`config.mk`:
```
export PLATFORM = sky130hd
export DESIGN_NAME = hazard_forward_ctrl
export DESIGN_NICKNAME = d
export VERILOG_FILES = /design/src/rtl/hazard_forward_ctrl_pkg.sv /design/src/rtl/hazard_forward_ctrl_fwd_sel.sv /design/src/rtl/hazard_forward_ctrl.sv
export SDC_FILE = /design/constraint.sdc
export NUM_CORES = 1
export LEC_CHECK = 0
export ABC_CLOCK_PERIOD_IN_PS = 6200
export BUFFER_PORTS_ARGS = -buffer_cell sky130_fd_sc_hd__buf_2
export CORE_ASPECT_RATIO = 1.4
export CORE_MARGIN = 3
export CORE_UTILIZATION = 49
export CTS_CLUSTER_SIZE = 24
export DETAILED_ROUTE_END_ITERATION = 8
export GPL_TIMING_DRIVEN = 0
export PLACE_DENSITY = 0.71
export SLEW_MARGIN = 25
export SYNTH_ARGS = -nofsm -noshare
export SYNTH_HDL_FRONTEND = slang
export SYNTH_SLANG_ARGS = --single-unit
```
`constraint.sdc`:
```
create_clock -name clk -period 6.2 [get_ports clk]
set_clock_uncertainty 0.15 [all_clocks]
set_input_delay 0.62 -clock clk [delete_from_list [all_inputs] [get_ports clk]]
set_output_delay 0.62 -clock clk [all_outputs]
set_load 0.01 [all_outputs]
```
`src/rtl/hazard_forward_ctrl_pkg.sv`:
```
// -----------------------------------------------------------------------------
// hazard_forward_ctrl_pkg
//   Shared encodings for the hazard/forwarding controller.
//   - FWD_*   : forward-select encodings driven onto forwardA/forwardB
//   - state_e : controller state (normal issue vs. waiting on data memory)
// -----------------------------------------------------------------------------
package hazard_forward_ctrl_pkg;

    localparam logic [1:0] FWD_REG   = 2'b00;  // operand from register file
    localparam logic [1:0] FWD_MEMWB = 2'b01;  // operand from MEM/WB result
    localparam logic [1:0] FWD_EXMEM = 2'b10;  // operand from EX/MEM result

    typedef enum logic {
        ST_RUN      = 1'b0,
        ST_MEM_WAIT = 1'b1
    } state_e;

endpackage

```
`src/rtl/hazard_forward_ctrl_fwd_sel.sv`:
```
// -----------------------------------------------------------------------------
// hazard_forward_ctrl_fwd_sel
//   Forward-select decode for one EX-stage source operand.
//   Ports:
//     ex_valid_i  EX shadow holds a real instruction
//     ex_rs_i     EX source register for this operand
//     ex_use_i    EX instruction reads this operand
//     mem_*_i     EX/MEM producer: valid, writes rd, rd
//     wb_*_i      MEM/WB producer: valid, writes rd, rd
//     fwd_o       FWD_EXMEM / FWD_MEMWB / FWD_REG
// -----------------------------------------------------------------------------
module hazard_forward_ctrl_fwd_sel
    import hazard_forward_ctrl_pkg::*;
#(
    parameter int REG_AW = 5
) (
    input  logic              ex_valid_i,
    input  logic [REG_AW-1:0] ex_rs_i,
    input  logic              ex_use_i,
    input  logic              mem_valid_i,
    input  logic              mem_rw_i,
    input  logic [REG_AW-1:0] mem_rd_i,
    input  logic              wb_valid_i,
    input  logic              wb_rw_i,
    input  logic [REG_AW-1:0] wb_rd_i,
    output logic [1:0]        fwd_o
);

    logic mem_hit;
    logic wb_hit;

    // x0 is hardwired zero, so a producer targeting it never forwards.
    assign mem_hit = mem_valid_i && mem_rw_i && (mem_rd_i != '0) && (mem_rd_i == ex_rs_i);
    assign wb_hit  = wb_valid_i  && wb_rw_i  && (wb_rd_i  != '0) && (wb_rd_i  == ex_rs_i);

    // The younger producer (EX/MEM) holds the newest value on a double match.
    always_comb begin
        fwd_o = FWD_REG;
        if (ex_valid_i && ex_use_i) begin
            if (mem_hit) begin
                fwd_o = FWD_EXMEM;
            end else if (wb_hit) begin
                fwd_o = FWD_MEMWB;
            end
        end
    end

endmodule

```
`src/rtl/hazard_forward_ctrl.sv`:
```
// -----------------------------------------------------------------------------
// hazard_forward_ctrl
//   Hazard / forwarding controller for the 5-stage core.
//   Tracks destination-register info for EX/MEM/WB in a shadow pipeline,
//   decodes forwardA/forwardB, and raises load-use stalls, taken-branch
//   flushes and data-memory freezes. Counts stall and flush cycles.
//   Ports:
//     clk, rst_n                 clock; async active-low reset
//     id_*                       ID-stage instruction info
//     ex_branch_taken            EX branch resolved taken
//     dmem_busy                  data memory not ready
//     forwardA/forwardB          EX operand forward selects
//     pc_hold, ifid_hold         hold PC / IF/ID
//     ifid_flush, idex_flush     bubble into IF/ID / ID/EX
//     pipe_freeze                hold every pipeline register
//     stall_cnt, flush_cnt       saturating performance counters
// -----------------------------------------------------------------------------
module hazard_forward_ctrl
    import hazard_forward_ctrl_pkg::*;
#(
    parameter int REG_AW = 5,
    parameter int CNT_W  = 32
) (
    input  logic              clk,
    input  logic              rst_n,
    input  logic              id_valid,
    input  logic [REG_AW-1:0] id_rs1,
    input  logic [REG_AW-1:0] id_rs2,
    input  logic              id_use_rs1,
    input  logic              id_use_rs2,
    input  logic [REG_AW-1:0] id_rd,
    input  logic              id_reg_write,
    input  logic              id_mem_read,
    input  logic              ex_branch_taken,
    input  logic              dmem_busy,
    output logic [1:0]        forwardA,
    output logic [1:0]        forwardB,
    output logic              pc_hold,
    output logic              ifid_hold,
    output logic              ifid_flush,
    output logic              idex_flush,
    output logic              pipe_freeze,
    output logic [CNT_W-1:0]  stall_cnt,
    output logic [CNT_W-1:0]  flush_cnt
);

    localparam int               NUM_OPS = 2;
    localparam logic [CNT_W-1:0] CNT_ONE = {{(CNT_W-1){1'b0}}, 1'b1};
    localparam logic [CNT_W-1:0] CNT_MAX = {CNT_W{1'b1}};

    // ---------------- shadow pipeline ----------------
    logic                             ex_valid_q, ex_rw_q, ex_mr_q;
    logic [REG_AW-1:0]                ex_rd_q;
    logic [NUM_OPS-1:0][REG_AW-1:0]   ex_rs_q;
    logic [NUM_OPS-1:0]               ex_use_q;
    logic                             mem_valid_q, mem_rw_q;
    logic [REG_AW-1:0]                mem_rd_q;
    logic                             wb_valid_q, wb_rw_q;
    logic [REG_AW-1:0]                wb_rd_q;

    logic [NUM_OPS-1:0][REG_AW-1:0]   id_rs;
    logic [NUM_OPS-1:0]               id_use;
    logic [NUM_OPS-1:0][1:0]          fwd;

    // ---------------- control ----------------
    logic load_use, taken;
    logic pc_hold_c, ifid_hold_c, ifid_flush_c, idex_flush_c, freeze_c;
    logic stall_ev, flush_ev;
    state_e state_q, state_d;

    logic [CNT_W-1:0] stall_cnt_q, stall_cnt_d;
    logic [CNT_W-1:0] flush_cnt_q, flush_cnt_d;

    assign id_rs  = {id_rs2, id_rs1};
    assign id_use = {id_use_rs2, id_use_rs1};

    // Forward decode looks only at shadow registers, so the selects are
    // stable for the whole EX cycle regardless of ID-side input timing.
    for (genvar g = 0; g < NUM_OPS; g++) begin : g_op
        hazard_forward_ctrl_fwd_sel #(.REG_AW(REG_AW)) u_fwd_sel (
            .ex_valid_i  (ex_valid_q),
            .ex_rs_i     (ex_rs_q[g]),
            .ex_use_i    (ex_use_q[g]),
            .mem_valid_i (mem_valid_q),
            .mem_rw_i    (mem_rw_q),
            .mem_rd_i    (mem_rd_q),
            .wb_valid_i  (wb_valid_q),
            .wb_rw_i     (wb_rw_q),
            .wb_rd_i     (wb_rd_q),
            .fwd_o       (fwd[g])
        );
    end

    assign forwardA = fwd[0];
    assign forwardB = fwd[1];

    assign load_use = id_valid && ex_valid_q && ex_mr_q && (ex_rd_q != '0) &&
                      ((id_use_rs1 && (id_rs1 == ex_rd_q)) ||
                       (id_use_rs2 && (id_rs2 == ex_rd_q)));
    assign taken    = ex_valid_q && ex_branch_taken;

    // Priority: memory wait freezes everything (branch is re-evaluated once
    // memory releases), then taken branch, then load-use. A taken branch
    // squashes the dependent in ID, so its load-use is moot.
    always_comb begin
        pc_hold_c    = 1'b0;
        ifid_hold_c  = 1'b0;
        ifid_flush_c = 1'b0;
        idex_flush_c = 1'b0;
        freeze_c     = 1'b0;
        stall_ev     = 1'b0;
        flush_ev     = 1'b0;
        if (dmem_busy) begin
            freeze_c    = 1'b1;
            pc_hold_c   = 1'b1;
            ifid_hold_c = 1'b1;
            stall_ev    = 1'b1;
        end else if (taken) begin
            ifid_flush_c = 1'b1;
            idex_flush_c = 1'b1;
            flush_ev     = 1'b1;
        end else if (load_use) begin
            pc_hold_c    = 1'b1;
            ifid_hold_c  = 1'b1;
            idex_flush_c = 1'b1;
            stall_ev     = 1'b1;
        end
    end

    // Control outputs are forced low while reset is asserted.
    assign pc_hold     = rst_n & pc_hold_c;
    assign ifid_hold   = rst_n & ifid_hold_c;
    assign ifid_flush  = rst_n & ifid_flush_c;
    assign idex_flush  = rst_n & idex_flush_c;
    assign pipe_freeze = rst_n & freeze_c;

    // Shadow pipeline advance. A load-use bubble moves the load into MEM,
    // so the held dependent does not re-match on the following cycle.
    always_ff @(posedge clk or negedge rst_n) begin
        if (!rst_n) begin
            ex_valid_q  <= 1'b0;
            ex_rw_q     <= 1'b0;
            ex_mr_q     <= 1'b0;
            ex_rd_q     <= '0;
            ex_rs_q     <= '0;
            ex_use_q    <= '0;
            mem_valid_q <= 1'b0;
            mem_rw_q    <= 1'b0;
            mem_rd_q    <= '0;
            wb_valid_q  <= 1'b0;
            wb_rw_q     <= 1'b0;
            wb_rd_q     <= '0;
        end else if (!freeze_c) begin
            wb_valid_q  <= mem_valid_q;
            wb_rw_q     <= mem_rw_q;
            wb_rd_q     <= mem_rd_q;
            mem_valid_q <= ex_valid_q;
            mem_rw_q    <= ex_rw_q;
            mem_rd_q    <= ex_rd_q;
            ex_rd_q     <= id_rd;
            ex_rs_q     <= id_rs;
            ex_use_q    <= id_use;
            if (idex_flush_c) begin
                ex_valid_q <= 1'b0;
                ex_rw_q    <= 1'b0;
                ex_mr_q    <= 1'b0;
            end else begin
                ex_valid_q <= id_valid;
                ex_rw_q    <= id_reg_write;
                ex_mr_q    <= id_mem_read;
            end
        end
    end

    // ---------------- FSM ----------------
    // Release cycle is handled as an ordinary RUN cycle by the priority logic.
    always_comb begin
        state_d = state_q;
        case (state_q)
            ST_RUN:      if (dmem_busy)  state_d = ST_MEM_WAIT;
            ST_MEM_WAIT: if (!dmem_busy) state_d = ST_RUN;
            default:     state_d = ST_RUN;
        endcase
    end

    always_ff @(posedge clk or negedge rst_n) begin
        if (!rst_n) begin
            state_q <= ST_RUN;
        end else begin
            state_q <= state_d;
        end
    end

    // ---------------- saturating counters ----------------
    always_comb begin
        stall_cnt_d = stall_cnt_q;
        flush_cnt_d = flush_cnt_q;
        if (stall_ev && (stall_cnt_q != CNT_MAX)) begin
            stall_cnt_d = stall_cnt_q + CNT_ONE;
        end
        if (flush_ev && (flush_cnt_q != CNT_MAX)) begin
            flush_cnt_d = flush_cnt_q + CNT_ONE;
        end
    end

    always_ff @(posedge clk or negedge rst_n) begin
        if (!rst_n) begin
            stall_cnt_q <= '0;
            flush_cnt_q <= '0;
        end else begin
            stall_cnt_q <= stall_cnt_d;
            flush_cnt_q <= flush_cnt_d;
        end
    end

    assign stall_cnt = stall_cnt_q;
    assign flush_cnt = flush_cnt_q;

endmodule
```
; ---- After elaboration in Yosys (flattened, before gate mapping)
; Index checks and enable logic that the tools add are counted.
[classes]
addsub = 2
eq_ne = 8
n_mux = 17
n_bitwise = 4
n_reduce_logical = 23
[op_table]
columns = operator, n
row1 = "32-bit by 1-bit adder with 32-bit output, second input constant", 2
row2 = "32-bit != test, second input constant", 2
row3 = 5-bit equality test, 6
row4 = 1-bit logical AND, 19
row5 = 5-bit nonzero test, 3
row6 = 1-bit 2-to-1 mux, 13
row7 = 2-bit 2-to-1 mux, 4
row8 = 1-bit bitwise AND, 4
row9 = 1-bit logical OR, 1
[totals]
reg_bits = 98

; ---- Depth between registers and ports, before layout
; Gate-level depths: netlist of the first run.
[depth]
depth_word = 8
depth_mapped = 8
ltp_nobuf = 6

; ---- Cells and area by module
; A second synthesis of the first run with hierarchy kept.
[hier_totals]
cells_unflattened = 425
area_unflattened_um2 = 4859.7
[by_module_without_submodules]
columns = module, n_inst, cells_each, area_each_um2, seq_area_each_um2
row1 = hazard_forward_ctrl, 1, 377, 4524.3, 2452.4
row2 = hazard_forward_ctrl_fwd_sel, 2, 24, 167.7, 0.0

; ---- Least setup slack after synthesis of the first run
; Ideal clock, no wire load.
[synth_timing]
path_kind = input-to-output
startpoint = input dmem_busy
endpoint = output pc_hold
arrival_ns = 1.916
required_ns = 5.430
setup_slack_ns = 3.514
cell_stages = 6
n_path_buf = 3
path_cell_list = clkbuf_1 > or2_4 > a31oi_1 > clkbuf_1 > nor2_1 > buf_4
[synth_via]
elab_chain_len = 2
[synth_lines]
columns = element, line
row1 = start: declaration, hazard_forward_ctrl.sv:35  ; input logic dmem_busy,
row2 = 1-bit 2-to-1 mux, --
row3 = 1-bit bitwise AND, --
row4 = end: declaration, hazard_forward_ctrl.sv:38  ; output logic pc_hold,
; No other way between the ends.

; ---- Final worst setup path of the first run
[layout_timing]
startpoint = register ex_rd_q[0]
endpoint = output pc_hold
[layout_via]
elab_chain_len = 8
elab_cells_between_ends = 12
cone_classes = 2 x eq/ne / 3 x mux / 1 x bitwise / 6 x reduce/logical
[layout_lines]
columns = element, line
row1 = start: declaration, hazard_forward_ctrl.sv:53  ; logic [REG_AW-1:0] ex_rd_q;
row2 = start signal: assignment, hazard_forward_ctrl.sv:160  ; ex_rd_q <= id_rd;
row3 = "5-bit equality test, on equally long branches", "hazard_forward_ctrl.sv:98, hazard_forward_ctrl.sv:99"
row4 = "1-bit logical AND, on equally long branches", "hazard_forward_ctrl.sv:98, hazard_forward_ctrl.sv:99"
row5 = 1-bit logical OR, hazard_forward_ctrl.sv:98  ; ((id_use_rs1 && (id_rs1 == ex_rd_q)) ||
row6 = 1-bit logical AND (*), hazard_forward_ctrl.sv:97  ; assign load_use = id_valid && ex_valid_q && ex_mr_q && (ex_rd_q != '0) &&
row7 = 1-bit 2-to-1 mux (*), hazard_forward_ctrl.sv:122  ; end else if (load_use) begin
row8 = 1-bit 2-to-1 mux (*), hazard_forward_ctrl.sv:118  ; end else if (taken) begin
row9 = 1-bit 2-to-1 mux (*), hazard_forward_ctrl.sv:113  ; if (dmem_busy) begin
row10 = 1-bit bitwise AND (*), hazard_forward_ctrl.sv:131  ; assign pc_hold = rst_n & pc_hold_c;
; Mark *: on every way between the ends. The rest lies on a longest branch, timed or not.

==> reports/metrics.yaml, run 1 <==
status: "complete, no violations"
wl_met1_mm: 4.57
diodes: 0
drive_above_1_share_pct: 28.8
crit_arrival_ns: 2.55
clkSinkCount: 98
powerDensity_nw_per_um2: 282
core-area_um2: 9510
worst-setup-path-type: "reg2out"
synth_top_area_share_pct: 51.0
vdd_drop_max_mv: 0.163
slowest_delay_ns: 0.46
synth_edf_count: 0
synth_area_um2: 4810
place_area_um2: 5480
cts_root_buffer: "clkbuf_16"
setup_viol: 0
chipWidth_um: 89.7
drc: 0
routed_wl_mm: 10.8
synthFlopType: "dfrtp_1"
ys_top_cells_by_area: "dfrtp_1 (51%), xor2_1 (8.4%), xnor2_1 (7.8%)"
place_ws_ns: 3.03
fmax_mhz: 301
leakagePower_nw: 2.62
area_delta_synth_final_pct: 19.4
critPathLaunchType: "flop"
postSynthCellCount: 429
clk_latency_ns: 0.34
rsz0062_at_grt: "no"
fin_crit_ns: 3.32
hold_viol_final: 0
async_reset_ff_share_pct: 100
critical_path.endpoint_type: "output pin"
dr.pass1.iters: 5
yosysSeqAreaShare_pct: 51.0
crit_chain: "nor3_1 > a21oi_1 > a31oi_1 > clkbuf_1 > nor2_1 > buf_4 > buf_2"
io_pins: 97
portBuffers: 95
cts_buffers: 9
drv_slew: 0
synth_cell_types: 42
ctsHoldBuffers: 0
routedWlPerCell_um: 16.2
met3_length_um: 492
avgViaCountPerCell: 5.43
routed-wl-met2_mm: 5.50
path_clk_slew_ns: 0.06
critPathMaxFanout: 10
slew_headroom_pct: 43.2
grt_antenna_before_repair: 0
grt_usage_pct: 20.3
place.gp.congestion: 0.881
yosys.area.top_type: "dfrtp_1"
cts_tree: "done"
cts_resized: 0
max_cap_viol_count: 0
syn_avg_cell_area_um2: 11.2
fin_tns_setup_ns: 0
worst_pin_slew_ns: 0.846
cts.path.max_buffers: 2
ys_ff_latch: 98
crit_required_ns: 5.43
layout_setup_ws_ns: 2.88
post-cts-setup-buffer-count: 0
grt_pass1_vias: 3569
dieHeight_um: 123
synth_warnings: 0
layout.nets: 562
critPathTopFamily: "buffers and inverters"
hold_path.class: "in2async"
dieArea_um2: 11100
drtAntennaViolNets: 0
hpwlAfterDp_mm: 7.95
fin_crit_sh_pct: 53.6
cp_slowest_cell: "dfrtp_1"
htree_levels: 3
rows: 42
highest_layer: "met4"
grt_max_degree: 72
vias: 3640
start_util_pct: 50.5
grt_pass1_wl_mm: 18.0
syn_nets: 455
gr-total-overflow: 0
cp_num_buf_inv: 3
fin_area_um2: 5740
fin_hold_ws_ns: 0.000408
drt_first_iter_violations: 147
[cell usage in the layout, fill, tap and decap left out, types with 11 or more instances in the layout]
cell type,count
nand2_1,32
buf_2,96
and3_1,12
nor2_1,11
dfrtp_1,98
mux2_2,33
nand3_1,20
xor2_1,46
clkbuf_1,11
nor4_1,15
nand4_1,30
xnor2_1,43
nor3_1,23
[cells by family after synthesis]
logic type                 count (synthesis)  share of synthesized area (%)
xor gates and xnor gates                  89                           16.2
AOI/OAI and AO/OA                         14                           1.98
muxes                                     35                           8.20
and+or+nand+nor                          172                           20.3
DFF                                       98                           51.0
adders and majority gates                  2                          0.520
buffers and inverters                     19                           1.77
[synth_stat cells, types with 3 or more instances]
cell type / instances
nor3_1: 23
mux2_2: 33
nand2_1: 32
and2_1: 9
dfrtp_1: 98
nor4_1: 15
nand3_1: 20
buf_4: 3
xnor2_1: 43
buf_1: 3
and4_1: 3
a21oi_1: 3
o21ai_0: 4
xor2_1: 46
nand4_1: 30
and3_1: 12
clkbuf_1: 9
nor2_1: 11
[metrics by stage]
step                      total power (W)  util, %  cells
after global placement            0.00111     57.3    656
after floorplan                  0.000994        -    429
after detailed placement          0.00113     57.6    657
after CTS                         0.00164     60.4    670
final                             0.00162     60.4    670
after global routing              0.00171     60.4    670
[final timing paths]
check | cells after the start | start | end | slack (ns)
worst min register to register | 1 | stall_cnt[9]$_DFFE_PN0P_ | stall_cnt[9]$_DFFE_PN0P_ | 0.34
worst max register to register | 6 | ex_rd_q[0]$_DFFE_PN0N_ | stall_cnt[1]$_DFFE_PN0P_ | 3.61
min in group clk | 1 | stall_cnt[9]$_DFFE_PN0P_ | stall_cnt[9]$_DFFE_PN0P_ | 0.34
max in group asynchronous | 2 | rst_n | stall_cnt[19]$_DFFE_PN0P_ | 5.27
worst max-delay path | 7 | ex_rd_q[0]$_DFFE_PN0N_ | pc_hold | 2.88
worst min-delay path | 1 | rst_n | flush_cnt[30]$_DFFE_PN0P_ | 0.0004
[metal layers]
layer	vias to the layer above	track usage (%)
met5	-	0
met4	0	9.97
met3	16	3.41
met2	92	35.0
met1	1799	25.0
li1	1733	-
[sequential cells by signal, summed over array words and instances (netlist names), 2 cells and up]
name,flops
ex_rs_q,10
ex_use_q,2
flush_cnt,32
wb_rd_q,5
mem_rd_q,5
stall_cnt,32
ex_rd_q,5
[layout make-up]
type,instances,area [µm²]
flip-flops and latches,98,2450
multi-input cells,312,2270
inverters,2,7.51
repair buffers,96,509
fillers,825,3770
plain buffers,17,77.6
clock buffers,13,260
well taps,132,165
[power by group]
part	switching (W)	internal, W
sequential	0.000104	0.000721
clock	0.000217	0.000288
combinational	0.000147	0.000144
total	0.000469	0.00115
Note: power is estimated with default switching activity, not from simulation.
==> run 2: changes to the inputs <==
- ABC_CLOCK_PERIOD_IN_PS: 6200 -> 2900
- PLACE_DENSITY: 0.71 -> 0.74
- clock period: 6.2 -> 2.9 ns (I/O delays scaled with it)
==> reports/metrics.yaml, run 2 (synthesized netlist as in run 1, its figures left out) <==
status: "complete, no violations"
post-cts-setup-buffer-count: 0  # unchanged
grt_pass1_vias: 3687  # +3.3%
crit_required_ns: 2.46  # -2.97 ns
path_clk_slew_ns: 0.06  # about the same
layout_commonest_cell: "dfrtp_1"
switching_share_pct: 27.7  # -1.2 points
gr-total-overflow: 0  # unchanged
layout_common_cells: "dfrtp_1 (98), buf_2 (96), xor2_1 (46), xnor2_1 (43), mux2_2 (33)"
cts_root_buffer: "clkbuf_16"
hold_viol_final: 0  # unchanged
critPathLaunchType: "flop"
seqPwrFrac_pct: 47.7  # -3.2 points
fmax_mhz: 364
cp_num_buf_inv: 3  # unchanged
max_cap_viol_count: 0  # unchanged
routedWlPerCell_um: 16.1  # -0.28%
fin_crit_ns: 2.74
nFillCells: 799  # -3.2%
multi_input_area_um2: 2280  # +0.55%
place.gp.congestion: 0.881  # unchanged
routed_wl_mm: 10.9  # +0.31%
cts_tree: "done"
dp.cells: 657  # unchanged
io_pins: 97  # unchanged
vias: 3668  # +0.77%
critPathTopFamily: "buffers and inverters"
highest_layer: "met4"
critPathMaxFanout: 10  # unchanged
dieHeight_um: 123  # unchanged
layout.nets: 563  # +0.18%
clk_latency_ns: 0.34  # about the same
grt_max_degree: 62  # -14%
fin_hold_ws_ns: 0.0265  # +0.0261 ns
grt_usage_pct: 20.2  # -0.10 points
setup_viol: 0  # unchanged
met3_length_um: 608  # +24%
clkSinkCount: 98  # unchanged
drt_first_iter_violations: 119  # -19%
postLayoutCoreUtil_pct: 61.4  # +1.1 points
slowest_delay_ns: 0.47  # about the same
leakagePower_nw: 2.66  # +1.7%
p_clk_share_pct: 35.4  # +4.3 points
slew_headroom_pct: 45.2  # +2.0 points
routed-wl-met2_mm: 5.54  # +0.76%
grt_pass1_wl_mm: 18.0  # -0.12%
fin_crit_sh_pct: 94.6
vdd_drop_max_mv: 0.508  # +210%
cts.path.max_buffers: 2  # unchanged
chipWidth_um: 89.7  # unchanged
cp_slowest_cell: "dfrtp_1"
drc: 0  # unchanged
powerDensity_nw_per_um2: 633  # +120%
critical_path.endpoint_type: "output pin"
wl_met1_mm: 4.50  # -1.5%
dr.pass1.iters: 4  # -1
r2r_setup_slack_ns: 0.41  # -3.20 ns
crit_arrival_ns: 2.30  # -0.25 ns
core-area_um2: 9510  # unchanged
grt_antenna_before_repair: 0  # unchanged
hold_path.class: "in2reg"
hpwlAfterDp_mm: 8.07  # +1.5%
drive_above_1_share_pct: 30.1  # +1.3 points
crit_chain: "xnor2_1 > nand4_1 > o22ai_2 > a31oi_2 > clkbuf_2 > nor2_1 > buf_4 > buf_2"
p_sw_w: 0.00103  # +120%
area_delta_synth_final_pct: 21.6
avgViaCountPerCell: 5.44  # +0.17%
combPwrFrac_pct: 16.9  # -1.0 points
start_util_pct: 50.5  # unchanged
dieArea_um2: 11100  # unchanged
fin_cells: 674  # +0.60%
worst-setup-path-type: "reg2out"
seqCellArea_um2: 2450  # unchanged
rows: 42  # unchanged
drv_slew: 0  # unchanged
htree_levels: 3  # unchanged
cts_buffers: 9  # unchanged
p_int_w: 0.00268  # +130%
rsz0062_at_grt: "no"
portBuffers: 95  # unchanged
drtAntennaViolNets: 0  # unchanged
worst_pin_slew_ns: 0.815  # -0.0304 ns
diodes: 0  # unchanged
## run 2: final cells by class
| type | count | area share (%) |
|---|---|---|
| sequential | 98 | 42.0 |
| timing repair buffer | 97 | 8.88 |
| buffer | 17 | 1.35 |
| clock inverter | 4 | 1.24 |
| inverter | 2 | 0.128 |
| clock buffer | 12 | 4.56 |
| tap | 132 | 2.83 |
| multi-input combinational | 312 | 39.0 |
## run 2: path summary, 6_finish.rpt
path                                              to  depth (start not counted)                      start
min in group asynchronous  flush_cnt[29]$_DFFE_PN0P_                          2                      rst_n
hold / removal                ex_rd_q[4]$_DFFE_PN0N_                          2                   id_rd[4]
hold reg to reg            flush_cnt[14]$_DFFE_PN0P_                          1  flush_cnt[14]$_DFFE_PN0P_
setup / recovery                             pc_hold                          8     ex_rd_q[0]$_DFFE_PN0N_
max in group asynchronous  stall_cnt[24]$_DFFE_PN0P_                          3                      rst_n
setup reg to reg            stall_cnt[1]$_DFFE_PN0P_                          7     ex_rd_q[0]$_DFFE_PN0N_
## run 2: per-stage QoR
stage          setup WS (ns)  total power, W  TNS (ns)  area [µm²]
3_5_place_dp           0.277         0.00241         0        5480
5_1_grt               0.0272         0.00388         0        5840
6_report               0.156         0.00370         0        5840
2_1_floorplan          0.735         0.00213         0        4810
3_3_place_gp          -0.355         0.00238     -1.17        5450
4_1_cts               0.0200         0.00374         0        5830
## run 2: what timing repair did
item / in CTS / in global routing
gates cloned: 0 / 0
setup endpoints to repair: 1 / 2
hold endpoints to repair: 39 / 0
gates resized for setup: 1 / 2
hold buffers: 1 / 0
## run 2: worst reg2reg max path, stage by stage, from the launching register on
cell and delay, ns:
dfrtp_1 0.47, xnor2_1 0.22, nand4_1 0.17, o22ai_2 0.26
a31oi_2 0.20, clkbuf_1 0.31, nor2_1 0.27, mux2_1 0.34
## run 2: power groups by stage
stage / Sequential [W] / Clock (W) / Combinational [W]
floorplan: 0.00179 / 0 / 0.000335
global placement: 0.00177 / 0 / 0.000610
detailed placement: 0.00178 / 0 / 0.000630
CTS: 0.00176 / 0.00134 / 0.000635
global route: 0.00179 / 0.00139 / 0.000693
finish: 0.00177 / 0.00131 / 0.000626
## run 2: metal layers
metal,vias to the layer above,GRT usage [%]
li1,1746,-
met1,1824,23.8
met2,80,35.4
met3,18,5.30
met4,0,8.44
met5,-,0
==> run 3: changes to the inputs <==
- CORE_UTILIZATION: 49 -> 45
- CTS_CLUSTER_DIAMETER: not set -> 40
- PLACE_DENSITY: 0.74 -> 0.69
==> reports/metrics.yaml, run 3 (synthesized netlist as in run 1, its figures left out) <==
cts_root_buffer: "clkbuf_16"
powerDensity_nw_per_um2: 640  # +1.1%
grt_usage_pct: 18.4  # -1.8 points
drt_first_iter_violations: 95  # -20%
path_common_cell: "buf_2"
rsz0062_at_grt: "no"
cp_slowest_cell: "dfrtp_1"
clk_latency_ns: 0.33  # about the same
vias: 3654  # -0.38%
dieHeight_um: 128  # +4.1%
path_clk_slew_ns: 0.07  # about the same
chipWidth_um: 93.4  # +4.1%
routed_wl_mm: 10.8  # -0.26%
critPathMaxFanout: 10  # unchanged
leakagePower_nw: 2.67  # +0.43%
total_power_w: 0.00376  # +1.6%
hold_path.class: "in2reg"
crit_required_ns: 2.46  # about the same
dr.pass1.iters: 4  # unchanged
layout_commonest_cell: "dfrtp_1"
rows: 44  # +4.8%
avgViaCountPerCell: 5.37  # -1.3%
io_pins: 97  # unchanged
status: "complete, no violations"
portBuffers: 95  # unchanged
layout.nets: 563  # unchanged
fin_area_um2: 5870  # +0.51%
cts_buffers: 9  # unchanged
slew_headroom_pct: 44.0  # -1.3 points
layout_setup_ws_ns: 0.186  # +0.0299 ns
diodes: 0  # unchanged
routedWlPerCell_um: 15.9  # -1.1%
seqCellArea_um2: 2450  # unchanged
place_ws_ns: 0.235  # -0.0418 ns
crit_arrival_ns: 2.27  # -0.03 ns
cts_tree: "done"
crit_chain: "xnor2_1 > nand4_1 > o22ai_2 > a31oi_4 > buf_2 > nor2_1 > buf_4 > buf_2"
hold_viol_final: 0  # unchanged
clkSinkCount: 98  # unchanged
fin_crit_ns: 2.71  # -0.0299 ns
grt_antenna_before_repair: 0  # unchanged
vdd_drop_max_mv: 0.377  # -26%
gr-total-overflow: 0  # unchanged
worst-setup-path-type: "reg2out"
grt_max_degree: 69  # +11%
dieArea_um2: 12000  # +8.4%
layout_common_cells: "dfrtp_1 (98), buf_2 (97), xor2_1 (46), xnor2_1 (43), mux2_2 (33)"
drive_above_1_share_pct: 30.1  # unchanged
fmax_mhz: 368  # +1.1%
critical_path.endpoint_type: "output pin"
drv_slew: 0  # unchanged
cts.path.max_buffers: 2  # unchanged
setup_viol: 0  # unchanged
place.gp.congestion: 0.851  # -3.4%
grt_pass1_wl_mm: 17.6  # -2.0%
nFillCells: 932  # +17%
slowest_delay_ns: 0.47  # about the same
htree_levels: 3  # unchanged
area_delta_synth_final_pct: 22.2
drtAntennaViolNets: 0  # unchanged
hpwlAfterDp_mm: 7.96  # -1.4%
start_util_pct: 46.2  # -4.3 points
max_cap_viol_count: 0  # unchanged
worst_pin_slew_ns: 0.834  # +0.0186 ns
critPathLaunchType: "flop"
multi_input_area_um2: 2290  # +0.38%
core-area_um2: 10400  # +9.4%
fin_crit_sh_pct: 93.6  # -1.0 points
grt_pass1_vias: 3605  # -2.2%
drc: 0  # unchanged
place_area_um2: 5490  # +0.14%
==> run 3: where the power goes <==
part	switching [W]	internal, W	total (W)
Sequential	0.000215	0.00154	0.00176
Clock	0.000492	0.000887	0.00138
Combinational	0.000318	0.000309	0.000626
Total	0.00102	0.00274	0.00376
==> run 3: critical path, delay by kind of cell (launching register included) <==
| kind | cells | cell delay (ns) |
|---|---|---|
| simple gates | 2 | 0.35 |
| xor+xnor | 1 | 0.20 |
| flops | 1 | 0.47 |
| compound gates | 2 | 0.43 |
| buf+inv | 3 | 0.47 |
==> run 3: through the flow <==
step           hold slack [ns]  setup TNS (ns)  utilization [%]  std cells
3_3_place_gp             0.315           -1.49             52.4        662
2_1_floorplan           -0.156               0                -        429
3_5_place_dp            0.0522               0             52.8        663
5_1_grt                 0.0364               0             56.5        680
6_report                0.0305               0             56.5        680
4_1_cts                 0.0221               0             56.3        680
==> run 3: what timing repair did <==
action	4_1_cts	5_1_grt
pin swaps	0	1
resized for setup	2	3
buffers inserted	0	0
hold buffers	1	0
hold endpoints to repair	32	0
endpoints found under the setup margin	2	2
==> run 3: path summary, 6_finish.rpt <==
path	slack, ns	start	cells past startpoint	endpoint
max	0.19	ex_rd_q[1]$_DFFE_PN0N_	8	pc_hold
min	0.03	id_rd[0]	2	ex_rd_q[0]$_DFFE_PN0N_
max reg2reg	0.41	stall_cnt[23]$_DFFE_PN0P_	8	stall_cnt[15]$_DFFE_PN0P_
min reg2reg	0.33	flush_cnt[10]$_DFFE_PN0P_	1	flush_cnt[10]$_DFFE_PN0P_
max in group asynchronous	1.70	rst_n	3	ex_rs_q[9]$_DFFE_PN0N_
min in group asynchronous	0.26	rst_n	2	flush_cnt[29]$_DFFE_PN0P_
==> run 3: per-layer routing <==
layer	wire length (µm)	vias to the layer above	GRT usage, %
met4	154	0	5.44
met2	5410	97	31.1
met1	4700	1798	23.6
li1	-	1744	-
met3	564	15	4.11
met5	0	-	0
==> run 3: layout make-up <==
class                      instances  area share, %
multi-input combinational        312           39.0
clock inverter                     5           1.70
tap                              138           2.94
inverter                           2          0.128
buffer                            17           1.34
sequential                        98           41.7
clock buffer                      11           4.30
timing repair buffer              97           8.84
